--- src/rtl/ext_tran_master.sv ---
`default_nettype none
// ============================================================================
// Module   : ext_tran_master
// Purpose  : Converts a simple start/clear transaction request into a single
//            Wishbone classic read or write of a byte, halfword or word.
//            Misaligned or reserved-size requests finish immediately with an
//            error and issue no bus cycle. A wait counter bounds the wait for
//            a slave response.
// Ports    : clk_i, rst_i                       clock, sync active-high reset
//            ext_tran_addr_i/data_i/size_i      request address, data, size
//            ext_tran_start_i/write_i/clear_i   launch level, direction, ack
//            ext_tran_data_o/ready_o/error_o    read result and completion
//            wb_cyc_o/stb_o/we_o/adr_o/dat_o/sel_o  Wishbone master outputs
//            wb_dat_i/ack_i/err_i               Wishbone slave responses
// Revision : 1.0 - initial release
// ============================================================================
module ext_tran_master #(
  parameter int TIMEOUT_CYCLES = 255
) (
  input  logic        clk_i,
  input  logic        rst_i,
  input  logic [31:0] ext_tran_addr_i,
  input  logic [31:0] ext_tran_data_i,
  input  logic [1:0]  ext_tran_size_i,
  input  logic        ext_tran_start_i,
  input  logic        ext_tran_write_i,
  input  logic        ext_tran_clear_i,
  output logic [31:0] ext_tran_data_o,
  output logic        ext_tran_ready_o,
  output logic        ext_tran_error_o,
  output logic        wb_cyc_o,
  output logic        wb_stb_o,
  output logic        wb_we_o,
  output logic [31:0] wb_adr_o,
  output logic [31:0] wb_dat_o,
  output logic [3:0]  wb_sel_o,
  input  logic [31:0] wb_dat_i,
  input  logic        wb_ack_i,
  input  logic        wb_err_i
);

  localparam int               CNT_W       = $clog2(TIMEOUT_CYCLES + 1);
  localparam logic [CNT_W-1:0] c_WAIT_LAST = CNT_W'(TIMEOUT_CYCLES - 1);

  localparam logic [1:0] c_ST_IDLE = 2'd0;
  localparam logic [1:0] c_ST_BUS  = 2'd1;
  localparam logic [1:0] c_ST_DONE = 2'd2;

  localparam logic [1:0] c_SZ_BYTE = 2'd0;
  localparam logic [1:0] c_SZ_HALF = 2'd1;
  localparam logic [1:0] c_SZ_WORD = 2'd2;
  localparam logic [1:0] c_SZ_RSVD = 2'd3;

  logic [1:0]       state_q, state_d;
  logic             start_q;
  logic             arm_q;
  logic [31:0]      addr_q;
  logic [31:0]      data_q;
  logic [1:0]       size_q;
  logic             we_q;
  logic [CNT_W-1:0] wait_q;
  logic             err_q;
  logic [31:0]      rdata_q;

  logic             w_start_edge;
  logic             w_bad_req;
  logic             w_resp;
  logic             w_timeout;
  logic [31:0]      w_shift;
  logic [31:0]      w_lane;

  // arm_q keeps a start level that was already high when reset released from
  // looking like a fresh edge: start must be seen low once after reset.
  assign w_start_edge = ext_tran_start_i & ~start_q & arm_q;

  assign w_bad_req = (ext_tran_size_i == c_SZ_RSVD) ||
                     ((ext_tran_size_i == c_SZ_HALF) && ext_tran_addr_i[0]) ||
                     ((ext_tran_size_i == c_SZ_WORD) && (ext_tran_addr_i[1:0] != 2'b00));

  assign w_resp    = wb_ack_i | wb_err_i;
  assign w_timeout = (wait_q == c_WAIT_LAST);

  // Move the addressed lane down to bit 0; halfwords are aligned so the shift
  // is 0 or 16 for them.
  assign w_shift = wb_dat_i >> {addr_q[1:0], 3'b000};

  always_comb begin
    w_lane = wb_dat_i;
    case (size_q)
      c_SZ_BYTE: w_lane = {24'd0, w_shift[7:0]};
      c_SZ_HALF: w_lane = {16'd0, w_shift[15:0]};
      default:   w_lane = wb_dat_i;
    endcase
  end

  // State register
  always_ff @(posedge clk_i) begin
    if (rst_i) begin
      state_q <= c_ST_IDLE;
    end else begin
      state_q <= state_d;
    end
  end

  // Next-state logic
  always_comb begin
    state_d = state_q;
    case (state_q)
      c_ST_IDLE: begin
        if (w_start_edge) begin
          state_d = w_bad_req ? c_ST_DONE : c_ST_BUS;
        end
      end
      c_ST_BUS: begin
        if (w_resp || w_timeout) begin
          state_d = c_ST_DONE;
        end
      end
      c_ST_DONE: begin
        if (ext_tran_clear_i) begin
          state_d = c_ST_IDLE;
        end
      end
      default: state_d = c_ST_IDLE;
    endcase
  end

  // Request latch, wait counter, error flag and read result
  always_ff @(posedge clk_i) begin
    if (rst_i) begin
      start_q <= 1'b0;
      arm_q   <= 1'b0;
      addr_q  <= '0;
      data_q  <= '0;
      size_q  <= '0;
      we_q    <= 1'b0;
      wait_q  <= '0;
      err_q   <= 1'b0;
      rdata_q <= '0;
    end else begin
      start_q <= ext_tran_start_i;
      if (!ext_tran_start_i) begin
        arm_q <= 1'b1;
      end
      case (state_q)
        c_ST_IDLE: begin
          if (w_start_edge) begin
            addr_q <= ext_tran_addr_i;
            data_q <= ext_tran_data_i;
            size_q <= ext_tran_size_i;
            we_q   <= ext_tran_write_i;
            wait_q <= '0;
            err_q  <= w_bad_req;
          end
        end
        c_ST_BUS: begin
          // A response in the final wait cycle still counts as a response.
          if (w_resp) begin
            err_q <= wb_err_i;
            if (!wb_err_i && !we_q) begin
              rdata_q <= w_lane;
            end
          end else if (w_timeout) begin
            err_q <= 1'b1;
          end else begin
            wait_q <= wait_q + 1'b1;
          end
        end
        c_ST_DONE: begin
          if (ext_tran_clear_i) begin
            err_q <= 1'b0;
          end
        end
        default: ;
      endcase
    end
  end

  // Outputs: bus signals are only driven while the cycle is open
  always_comb begin
    wb_cyc_o         = 1'b0;
    wb_stb_o         = 1'b0;
    wb_we_o          = 1'b0;
    wb_adr_o         = '0;
    wb_dat_o         = '0;
    wb_sel_o         = '0;
    ext_tran_ready_o = (state_q == c_ST_DONE);
    if (state_q == c_ST_BUS) begin
      wb_cyc_o = 1'b1;
      wb_stb_o = 1'b1;
      wb_we_o  = we_q;
      wb_adr_o = {addr_q[31:2], 2'b00};
      case (size_q)
        c_SZ_BYTE: begin
          wb_sel_o = 4'b0001 << addr_q[1:0];
          wb_dat_o = {4{data_q[7:0]}};
        end
        c_SZ_HALF: begin
          wb_sel_o = addr_q[1] ? 4'b1100 : 4'b0011;
          wb_dat_o = {2{data_q[15:0]}};
        end
        default: begin
          wb_sel_o = 4'b1111;
          wb_dat_o = data_q;
        end
      endcase
    end
  end

  assign ext_tran_error_o = err_q;
  assign ext_tran_data_o  = rdata_q;

endmodule
`default_nettype wire

--- config.mk ---
export PLATFORM = sky130hd
export DESIGN_NAME = ext_tran_master
export DESIGN_NICKNAME = d
export VERILOG_FILES = /design/src/rtl/ext_tran_master.sv
export SDC_FILE = /design/constraint.sdc
export NUM_CORES = 1
export LEC_CHECK = 0
export CORE_MARGIN = 2
export CORE_UTILIZATION = 39
export CTS_BUF_LIST = sky130_fd_sc_hd__clkbuf_8 sky130_fd_sc_hd__clkbuf_16
export CTS_CLUSTER_SIZE = 24
export DETAILED_ROUTE_END_ITERATION = 12
export PLACE_DENSITY = 0.81
export SKIP_CTS_REPAIR_TIMING = 1
export SLEW_MARGIN = 20
export SYNTH_ARGS = -nofsm -noshare
export SYNTH_HDL_FRONTEND = slang
export SYNTH_SLANG_ARGS = --single-unit
--- constraint.sdc ---
create_clock -name clk_i -period 2 [get_ports clk_i]
set_input_delay 0.2 -clock clk_i [delete_from_list [all_inputs] [get_ports clk_i]]
set_output_delay 0.2 -clock clk_i [all_outputs]
set_load 0.1 [all_outputs]
==> out/metrics.cfg, run 1 <==
[synthesis]
synth_compound_area_share_pct = 20.8
synthAdderAreaFrac_pct = 1.15
synth.distinct_cells = 50
synthMuxAreaShare_pct = 5.52
synthArstFlopShare_pct = 0
synth_area_um2 = 5440
synth-simple-area-share_pct = 25.6
synth_top_family_by_area = simple AND/OR/NAND/NOR gates
synth_edf_count = 0
synth_ff_type = dfxtp_1
ys_seq_area_share_pct = 41.2
syn_inst = 714
avgSynthCellArea_um2 = 7.62
synth-seq-cells = 112
ys_warn_count = 0
synthXorXnorAreaFrac_pct = 0

[critical_path]
crit_arrival_ns = 1.71
worstSetupPathType = reg2out
rr_startpoint = state_q[0]
rrSetupSlack_ns = 0.18
critPathLaunchType = flip-flop
critPathMaxFanout = 28
worstPathRequired_ns = 1.80
endpoint_kind = output pin
ff2ff_path_depth = 6
worstReg2RegEnd = wait_q[6]

[floorplanning]
initial_utilization_pct = 39.5
rows = 43
die_x_um = 122
core_um2 = 13800
ios = 210
die_y_um = 122
die_area_um2 = 14900

[global_routing]
grt_pass1_wl_mm = 27.4
gr-total-overflow = 0
grt_max_degree = 69
grt_pass1_vias = 5298
grtUsageTotal_pct = 23.2
antenna_found_initial = 0

[final_layout]
multi_input_area_um2 = 3220
fill_cells = 1141
nets = 1008
antenna_cells = 0
seqCellArea_um2 = 2240
synthToLayoutAreaGrowth_pct = 65.0
layout-drive-gt1-share_pct = 25.9
fin_util_pct = 65.2

[sta]
finalSetupViolations = 0
fin_skew_ns = 0.0151
setup_slack_ns = 0.0861
max_freq_mhz = 523
fin_crit_ns = 1.91
tightestPinTransition_ns = 0.559
maxSlewViolCount = 0
hold_viol = 0
rsz0062_at_grt = false
timing.final.crit_share_pct = 95.7
slew_headroom_pct = 62.5

[placement]
preCtsSetupSlack_ns = 0.133
gp_congestion = 0.885
hpwl_mm = 12.8
port_buffers = 207

[routing]
wire_per_inst_um = 16.2
antenna_left = 0
vias = 5739
drtIter0Drc = 424
firstDrtPassIters = 4
wl_mm = 17.6
drc_errors = 0
routed_via_density = 5.30

[pwr]
finalPower_mw = 6.81
irDropWorstVdd_mv = 0.496
p_per_area_nw_per_um2 = 759
p_leak_nw = 3.12

[worst_hold_path]
hold_class = in2reg
holdPathEnd = ext_tran_data_o[20]
hold_path_depth = 2
hp-start = rst_i

[cts]
clock_latency_ns = 0.35
cts_root_buf = clkbuf_16
cts.sinks = 112
cts_made_buffers = 9
cts_tree = done
clockBufferDepth = 2
cts_max_level = 3
clkTransAtPathRegs_ns = 0.08

[outcome]
status = finished clean

[flow_run]
cap_violations = 0

## layer usage
layer | wire length, µm | vias up | track usage [%]
li1 | - | 2785 | -
met2 | 8530 | 238 | 39.0
met5 | 0 | - | 0
met4 | 316 | 0 | 6.82
met3 | 1690 | 23 | 8.90
met1 | 7010 | 2693 | 27.6
## registers in the layout, summed over array words and instances, names as in the netlist
register,count
ext_tran_error_o,1
start_q,1
ext_tran_data_o,32
data_q,32
state_q,2
size_q,2
addr_q,32
arm_q,1
we_q,1
wait_q,8
## synthesized netlist by cell type (3+ instances only)
library cell | count | share of area, %
o21ai_0 | 13 | 1.2
nand2_1 | 177 | 12
nand3_1 | 20 | 1.8
mux2_2 | 8 | 1.7
dfxtp_1 | 112 | 41
a22o_1 | 8 | 1.3
inv_1 | 10 | 0.69
and2_1 | 40 | 4.6
nor3_1 | 3 | 0.28
nand2b_1 | 8 | 0.92
o31ai_1 | 4 | 0.55
ha_1 | 5 | 1.2
a22oi_1 | 8 | 1.1
a211oi_1 | 19 | 2.6
nor2b_1 | 4 | 0.46
clkbuf_1 | 32 | 2.2
buf_4 | 5 | 0.69
a2bb2oi_1 | 8 | 1.3
mux2i_1 | 21 | 3.9
a21oi_1 | 114 | 10
nor2_1 | 45 | 3.1
buf_1 | 7 | 0.48
buf_2 | 12 | 1.1
## report_power, final
part	total (mW)	leakage (nW)	internal (mW)	switching (mW)
combinational	2.45	2.05	0.859	1.59
clock	1.89	0.157	1.05	0.836
sequential	2.48	0.907	2.37	0.104
total	6.81	3.12	4.28	2.53
## stage by stage
| stage | hold slack (ns) | cell area [µm²] | TNS (ns) | instances |
|---|---|---|---|---|
| 6_report | 0.325 | 8970 | 0 | 1083 |
| 4_1_cts | 0.321 | 8940 | -0.0559 | 1080 |
| 3_3_place_gp | 0.437 | 8630 | 0 | 1064 |
| 3_5_place_dp | 0.442 | 8630 | 0 | 1064 |
| 5_1_grt | 0.352 | 8970 | 0 | 1083 |
| 2_1_floorplan | 0.296 | 5790 | -1.76 | 715 |
## kinds of logic (layout without fill, tap and decap cells)
family,count (synthesis),after routing
AOI/OAI and AO/OA,188,188
other,1,2
muxes,29,29
buffers and inverters,69,257
DFF,112,112
and+or+nand+nor,310,310
adders and majority gates,5,5
## worst max-delay path: stages (launching register included)
cell	delay [ns]
dfxtp_1	0.34
inv_2	0.06
ha_4	0.19
inv_2	0.16
buf_12	0.34
nor2_4	0.07
buf_12	0.17
## worst max-delay path by stage
stage / startpoint / end / slack [ns] / cells past startpoint
after detailed placement: wb_ack_i / ext_tran_data_o[4] / 0.13 / 6
final: state_q[1] / wb_dat_o[26] / 0.09 / 6
after global placement: wb_ack_i / ext_tran_data_o[12] / 0.24 / 6
after global routing: state_q[1] / wb_sel_o[3] / 0.02 / 6
after CTS: state_q[1] / wb_adr_o[9] / -0.03 / 5
after floorplan: state_q[1] / wb_dat_o[14] / -0.12 / 7
## layout make-up
type | count | share of cell area, %
inverters | 10 | 0.418
clock inverters | 5 | 0.683
repair buffers | 231 | 32.7
well taps | 180 | 2.51
clock buffers | 11 | 2.82
multi-input cells | 534 | 35.9
flip-flops and latches | 112 | 25.0
## placed cells by master (no fill, tap or decap), types with 3 or more instances in the layout
cell type and instances:
a21oi_4 10, inv_1 8, nor3_1 3, a2bb2oi_1 8, ha_1 4, buf_12 75
mux2_2 8, clkbuf_16 9, nand2_1 176, o21ai_0 13, clkdlybuf4s50_1 103, a211oi_1 19
a22oi_1 8, nand2b_1 8, mux2i_1 21, o31ai_1 4, nand3_1 20, a21oi_1 103
and2_2 39, buf_4 52, a22o_1 8, nor2_1 27, dfxtp_1 111, nor2_4 18
nor2b_1 4
Note: power is estimated with default switching activity, not from simulation.
==> run 2: changes to the inputs <==
--- a/config.mk
+++ b/config.mk
@@ -6,11 +6,12 @@
 export NUM_CORES = 1
 export LEC_CHECK = 0
 export CORE_MARGIN = 2
-export CORE_UTILIZATION = 39
+export CORE_UTILIZATION = 44
 export CTS_BUF_LIST = sky130_fd_sc_hd__clkbuf_8 sky130_fd_sc_hd__clkbuf_16
 export CTS_CLUSTER_SIZE = 24
 export DETAILED_ROUTE_END_ITERATION = 12
-export PLACE_DENSITY = 0.81
+export PLACE_DENSITY = 0.88
+export SETUP_SLACK_MARGIN = 0.4
 export SKIP_CTS_REPAIR_TIMING = 1
 export SLEW_MARGIN = 20
 export SYNTH_ARGS = -nofsm -noshare
==> out/metrics.cfg, run 2 (synthesis results as in run 1) <==
[floorplanning]
die_y_um = 115
rows = 40
die_x_um = 115
core_um2 = 12100
initial_utilization_pct = 45.1
die_area_um2 = 13300
ios = 210

[critical_path]
path_cells = inv_1 -> ha_1 -> nand2_1 -> nor4b_4 -> buf_4 -> buf_4 -> o31ai_1 -> a21oi_1
crit_family = flip-flops
endpoint_kind = flip-flop
slowest_delay_ns = 0.46
worstSetupPathType = reg2reg
worstPathRequired_ns = 2.24
crit_top_cell = buf_4
cp.buffers_inverters = 3
critPathLaunchType = flip-flop
crit_arrival_ns = 2.11
critPathMaxFanout = 6
cp_slowest_cell = dfxtp_1

[global_routing]
gr-total-overflow = 0
grt_max_degree = 54
grtUsageTotal_pct = 26.7
grt_pass1_wl_mm = 28.0
grt_pass1_vias = 5462
antenna_found_initial = 0

[sta]
max_freq_mhz = 534
setup_slack_ns = 0.128
fin_skew_ns = 0.0105
slew_headroom_pct = 55.6
maxSlewViolCount = 0
timing.hold.ws_ns = 0.365
rsz0062_at_grt = true
finalSetupViolations = 0
hold_viol = 0
timing.final.crit_share_pct = 93.6
tightestPinTransition_ns = 0.666
fin_crit_ns = 1.87

[cts]
cts_tree = done
cts_max_level = 3
cts_root_buf = clkbuf_16
cts.sinks = 112
clock_latency_ns = 0.37
cts_made_buffers = 9
clkTransAtPathRegs_ns = 0.08
clockBufferDepth = 2

[final_layout]
layout_commonest_cell = nand2_1
antenna_cells = 0
synthToLayoutAreaGrowth_pct = 76.0
layout.cells.non_filler = 1088
fin_util_pct = 79.3
nets = 1025
layout-drive-gt1-share_pct = 32.7
layout_common_cells = 176 x nand2_1, 104 x dfxtp_1, 103 x clkdlybuf4s50_1
fill_cells = 722

[routing]
drtIter0Drc = 686
firstDrtPassIters = 5
wire_per_inst_um = 19.3
vias = 6202
routed_via_density = 5.70
drc_errors = 0
wl_mm = 20.9
antenna_left = 0

[worst_hold_path]
hold_class = in2reg

[outcome]
status = finished clean

[placement]
hpwl_mm = 12.9
port_buffers = 207
preCtsSetupSlack_ns = 0.136
dp.cells = 1051
gp_congestion = 0.883

[pwr]
p_per_area_nw_per_um2 = 785
irDropWorstVdd_mv = 0.832
p_leak_nw = 3.33

[flow_run]
cap_violations = 0

[run 2: cell types whose count changed in the layout (fill, tap and decap cells not counted), sizes merged]
cell	previous run	this run
bufinv	1	2
inv	12	11
clkbuf	11	16
clkinvlp	0	1
buf	128	139
[run 2: area by class of cell]
type | count | area (µm²) | area share (%)
multi-input combinational | 534 | 3490 | 36.5
timing repair buffer | 248 | 3240 | 33.8
inverter | 10 | 47.5 | 0.497
clock buffer | 10 | 239 | 2.50
clock inverter | 6 | 90.1 | 0.941
tap | 168 | 210 | 2.20
sequential | 112 | 2260 | 23.6
[run 2: worst register-to-register path, delay by kind of cell (launching register included)]
family	cells	cell delay [ns]
buf+inv	3	0.39
flops	1	0.46
compound gates	2	0.46
simple gates	2	0.18
fa+ha+maj	1	0.24
[run 2: path summary, 6_finish.rpt]
kind                                  from          to  slack, ns  cells after the start
worst max-delay path             wait_q[0]   wait_q[2]       0.13                      8
worst min-delay path                 rst_i     start_q       0.36                      2
worst max register to register   wait_q[0]   wait_q[2]       0.13                      8
worst min register to register  addr_q[18]  addr_q[18]       0.45                      2
[run 2: through the flow]
stage          setup TNS [ns]  total power, mW  instance area [µm²]
2_1_floorplan           -1.76             4.21                 5850
6_report                    0             7.51                 9570
4_1_cts                     0             6.93                 8960
3_5_place_dp                0             4.93                 8630
5_1_grt                     0             7.75                 9570
3_3_place_gp                0             4.89                 8630
[run 2: power by group]
part	internal (mW)	switching [mW]	total, mW
Sequential	2.38	0.125	2.50
Clock	1.14	0.882	2.02
Combinational	1.12	1.86	2.99
Total	4.64	2.87	7.51
[run 2: per-layer routing]
layer,share of wire [%],global-route usage [%],vias up
li1,-,-,2818
met1,38,33.6,2967
met2,50,43.8,355
met3,8.3,7.17,62
met4,3.5,10.5,0
met5,0,0,-
